==> src/rtl/controller.sv <==
// Accumulator/address controller over a small register-file memory.
// One opcode is decoded per clock in RUN; HALT freezes all state until reset.
module controller #(
    parameter int DATA_W = 16,
    parameter int ADDR_W = 4
) (
    input  logic              clk,
    input  logic              rst,
    input  logic [2:0]        code,
    output logic [DATA_W-1:0] acc,
    output logic [ADDR_W-1:0] addr,
    output logic [DATA_W-1:0] mem_q,
    output logic              halted,
    output logic [7:0]        op_cnt
);
    localparam int DEPTH = 2 ** ADDR_W;

    typedef enum logic {
        RUN  = 1'b0,
        HALT = 1'b1
    } state_e;

    typedef enum logic [2:0] {
        OP_NOP    = 3'd0,
        OP_INCA   = 3'd1,
        OP_DECA   = 3'd2,
        OP_LOAD   = 3'd3,
        OP_STORE  = 3'd4,
        OP_INCACC = 3'd5,
        OP_ADD    = 3'd6,
        OP_HALT   = 3'd7
    } op_e;

    state_e                         state_q, state_d;
    logic [DATA_W-1:0]              acc_q, acc_d;
    logic [ADDR_W-1:0]              addr_q, addr_d;
    logic [7:0]                     op_cnt_q, op_cnt_d;
    logic [DEPTH-1:0][DATA_W-1:0]   mem_words_q, mem_words_d;
    logic [DATA_W-1:0]              rd_word;

    // Reads always see pre-edge contents, so LOAD/ADD use the old word.
    assign rd_word = mem_words_q[addr_q];

    always_comb begin
        state_d     = state_q;
        acc_d       = acc_q;
        addr_d      = addr_q;
        op_cnt_d    = op_cnt_q;
        mem_words_d = mem_words_q;
        if (state_q == RUN) begin
            unique case (op_e'(code))
                OP_NOP:    ;
                OP_INCA:   addr_d = addr_q + 1'b1;
                OP_DECA:   addr_d = addr_q - 1'b1;
                OP_LOAD:   acc_d  = rd_word;
                OP_STORE:  mem_words_d[addr_q] = acc_q;
                OP_INCACC: acc_d  = acc_q + 1'b1;
                OP_ADD:    acc_d  = acc_q + rd_word;
                OP_HALT:   state_d = HALT;
                default:   ;
            endcase
            if (code != OP_NOP && op_cnt_q != 8'hFF)
                op_cnt_d = op_cnt_q + 8'd1;
        end
    end

    always_ff @(posedge clk or negedge rst) begin
        if (!rst) begin
            state_q  <= RUN;
            acc_q    <= '0;
            addr_q   <= '0;
            op_cnt_q <= '0;
            for (int i = 0; i < DEPTH; i++)
                mem_words_q[i] <= DATA_W'(i);
        end else begin
            state_q     <= state_d;
            acc_q       <= acc_d;
            addr_q      <= addr_d;
            op_cnt_q    <= op_cnt_d;
            mem_words_q <= mem_words_d;
        end
    end

    assign acc    = acc_q;
    assign addr   = addr_q;
    assign mem_q  = rd_word;
    assign halted = (state_q == HALT);
    assign op_cnt = op_cnt_q;

endmodule

==> config.mk <==
export PLATFORM = sky130hd
export DESIGN_NAME = controller
export DESIGN_NICKNAME = d
export VERILOG_FILES = /design/src/rtl/controller.sv
export SDC_FILE = /design/constraint.sdc
export NUM_CORES = 1
export LEC_CHECK = 0
export CAP_MARGIN = 5
export CORE_MARGIN = 2
export CORE_UTILIZATION = 40
export DETAILED_ROUTE_END_ITERATION = 8
export GPL_ROUTABILITY_DRIVEN = 0
export GPL_TIMING_DRIVEN = 0
export PLACE_DENSITY = 0.52
export REMOVE_ABC_BUFFERS = 1
export SLEW_MARGIN = 30
export SYNTH_ARGS = -nofsm -noshare
export SYNTH_HDL_FRONTEND = slang
export SYNTH_SLANG_ARGS = --single-unit
==> constraint.sdc <==
create_clock -name clk -period 6.8 [get_ports clk]
set_clock_uncertainty 0.15 [all_clocks]
set_input_delay 1.36 -clock clk [delete_from_list [all_inputs] [get_ports clk]]
set_output_delay 1.36 -clock clk [all_outputs]
set_load 0.005 [all_outputs]
==> flow_summary_export.csv <==
group,metric,value,unit
timing,slew_violations,0,
detailed_routing,drt_wl_total,33.54,mm
clocking,cts_setup_buffers,0,
placed_design,port_buffers,49,
detailed_routing,dr_total_vias,8065,
setup_path,cp.arrival,5.17,ns
flow_run,max-cap-violations,0,
timing,rsz0062_at_grt,"false",
detailed_routing,wire_per_inst,22.97,µm
clocking,cts_resized,0,
clocking,clock_latency,0.50,ns
floorplanning,core,33620,µm²
clocking,root_buffer,"clkbuf_16",
detailed_routing,dr.pass1.iters,4,
logic_synthesis,netlist.area_leader.share,0.4631,
clocking,cts_tree,"built",
clocking,h-tree-depth,2,
worst_hold_path,hold_depth,2,
placed_design,dpl.hpwl,19.98,mm
detailed_routing,drc_errors,0,
grt,grt_pass1_wl,53.05,mm
logic_synthesis,yosys.area.top_type,"dfrtp_1",
timing,worst_hold_slack,0.3239,ns
setup_path,crit_path_start_kind,"input pin",
final_layout,nNetsFinal,1013,
timing,relSlewSlack,0.3424,
timing,setup_viol,0,
detailed_routing,drt.antenna.violating_nets,0,
final_layout,multi_input_area,6235,µm²
floorplanning,dieArea,35670,µm²
setup_path,crit_type,"input pin to flip-flop",
worst_hold_path,min_path_type,"flip-flop to flip-flop",
final_layout,ff_latch_area,7184,µm²
logic_synthesis,netlist_instances,955,
floorplanning,rows,67,
grt,grtUsageMet2,0.3085,
logic_synthesis,netlist_area,13670,µm²
grt,grt-busiest-layer,"met2",
final_layout,drive_above_1_share,0.4219,
timing,period_minus_slack,4.968,ns
setup_path,worst-r2r-cell-count,13,
logic_synthesis,ys_top_cells_by_count,"dfrtp_1, mux2_2, mux4_2",
power,powerDensity,293.2,nW/µm²
setup_path,worstReg2RegStart,"addr[0]",
worst_hold_path,hold_end,"mem_words_q[17]",
setup_path,end_kind,"flip-flop",
timing,hold_violations,0,
clocking,cts_hold_buf,0,
detailed_routing,avgViaCountPerCell,5.524,
grt,gr-total-overflow,0,
placed_design,place_ws,1.401,ns
timing,worstMarginPinSlew,0.9864,ns
floorplanning,fp.dieW,188.9,µm
logic_synthesis,async_reset_ff_frac,1.000,
worst_hold_path,worstHoldStart,"mem_words_q[17]",
floorplanning,die_h,188.9,µm
floorplanning,start_util,0.4067,
detailed_routing,drtIter0Drc,490,
setup_path,reg2reg_slack,1.84,ns
grt,gr-usage-all-layers,0.1952,
placed_design,placedCellCount,1400,
logic_synthesis,syn_avg_cell_area,14.32,µm²
logic_synthesis,yosys_register_bits,285,
setup_path,worstPathRequired,7.00,ns
grt,grt_max_degree,84,
final_layout,postLayoutCoreUtil,0.4735,
clocking,clk_pin_slew,0.06,ns
logic_synthesis,ys_types,50,
final_layout,fillers,2956,
clocking,clock_path_buffers,3,
final_layout,num_antenna_cells,0,
final_layout,synthToLayoutAreaGrowth,16.42,%
logic_synthesis,synthFlopType,"dfrtp_1",
logic_synthesis,ys_top_cells_by_area,"dfrtp_1, mux2_2, mux4_2",
power,peakVddDrop,0.0001845,V
logic_synthesis,yosys_warnings,0,
timing,setup_ws,1.832,ns
floorplanning,ios,50,
logic_synthesis,yosysMostFrequentCell,"dfrtp_1",
grt,grt_pass1_vias,8502,
setup_path,reg2reg_to,"acc[15]",
timing,min_period_over_period,0.7306,
timing,setup-tns-final,0,ns
final_layout,final_cells,1460,
logic_synthesis,synth_edf_count,0,
clocking,numCtsBuffers,34,
timing,max_freq,0.2013,GHz
power,leakagePower,7.246,nW
clocking,clkSinkCount,285,
grt,antenna_found_initial,0,
outcome,status,"complete, no violations",
logic_synthesis,synth-seq-area-share,0.5246,
grt,use_met3,0.02410,
grt,grt_util_met1,0.2903,
setup_path,crit_fanout,17,
[report_power, final]
group / switching (mW) / internal [mW] / total (mW)
registers: 0.279 / 1.79 / 2.07
clock network: 0.690 / 1.09 / 1.78
logic: 0.359 / 0.454 / 0.813
total: 1.33 / 3.34 / 4.67
[logic make-up (layout without fill, tap and decap cells)]
family | count (synthesis) | after routing | synth area share
buffers and inverters | 75 | 132 | 0.02334
AOI/OAI and AO/OA | 97 | 97 | 0.04310
muxes | 317 | 317 | 0.3270
adders and majority gates | 20 | 20 | 0.01940
and+or+nand+nor | 141 | 141 | 0.04979
DFF | 285 | 285 | 0.5246
xor gates and xnor gates | 20 | 20 | 0.01281
[placed cells by master (no fill, tap or decap), drive strengths merged, types with 2 or more instances in the layout]
cell type,instances
and3,6
a211oi,7
nand2b,4
nand2,57
o21bai,2
dfrtp,253
a21oi,19
clkdlybuf4s50,48
mux2,237
o22ai,2
a311oi,2
xor2,12
mux4,80
a22oi,7
xnor2,8
a31oi,3
inv,10
nor3,7
or2,2
fa,2
ha,18
a21o,5
nor4,2
and2,15
nand3b,2
clkbuf,54
buf,14
o21ai,41
nand3,12
nor2b,6
dfstp,32
a2111oi,2
o21a,3
nor2,22
clkinv,4
[critical path, stage by stage]
cell and delay [ns]:
clkdlybuf4s50_1 0.68, nand2_1 0.13, nor2_2 0.57, nand2_1 0.20, inv_1 0.09, ha_1 0.24
a211oi_2 0.33, o21ai_1 0.16, a41o_1 0.28, a221o_1 0.41, a21o_1 0.21, a2111oi_0 0.39
nand3_1 0.12
[state kept, by name (all words and copies together), names as in the netlist]
| name | flops |
|---|---|
| op_cnt | 8 |
| mem_words_q | 256 |
| acc | 16 |
| addr | 4 |
| halted | 1 |
[per-layer routing]
| metal | share of wire | up-vias |
|---|---|---|
| met1 | 0.49 | 4266 |
| met3 | 0.032 | 47 |
| li1 | - | 3620 |
| met4 | 0.018 | 0 |
| met5 | 0 | - |
| met2 | 0.46 | 132 |
[per-stage QoR]
| stage | instance area [µm²] | total power, mW |
|---|---|---|
| detailed placement | 14810 | 2.935 |
| floorplan | 13390 | 2.481 |
| global route | 15920 | 4.907 |
| global placement | 14440 | 2.886 |
| CTS | 15920 | 4.750 |
| finish | 15920 | 4.667 |
[worst max path at each step]
stage,endpoint,cells past startpoint,slack [ns],startpoint
detailed placement,acc[15],13,1.40,code[2]
global route,acc[15],13,1.57,addr[0]
global placement,mem_words_q[219],1,-8.87,rst
CTS,mem_q[4],5,1.75,addr[0]
floorplan,acc[15],12,0.59,addr[0]
finish,acc[15],13,1.83,code[2]
[final cells by class]
type	instances	area share
inverter	10	0.002358
clock buffer	54	0.06595
timing repair buffer	62	0.04976
tap	448	0.03522
clock inverter	6	0.003616
multi-input combinational	595	0.3917
sequential	285	0.4514
(Power assumes the default switching activity.)
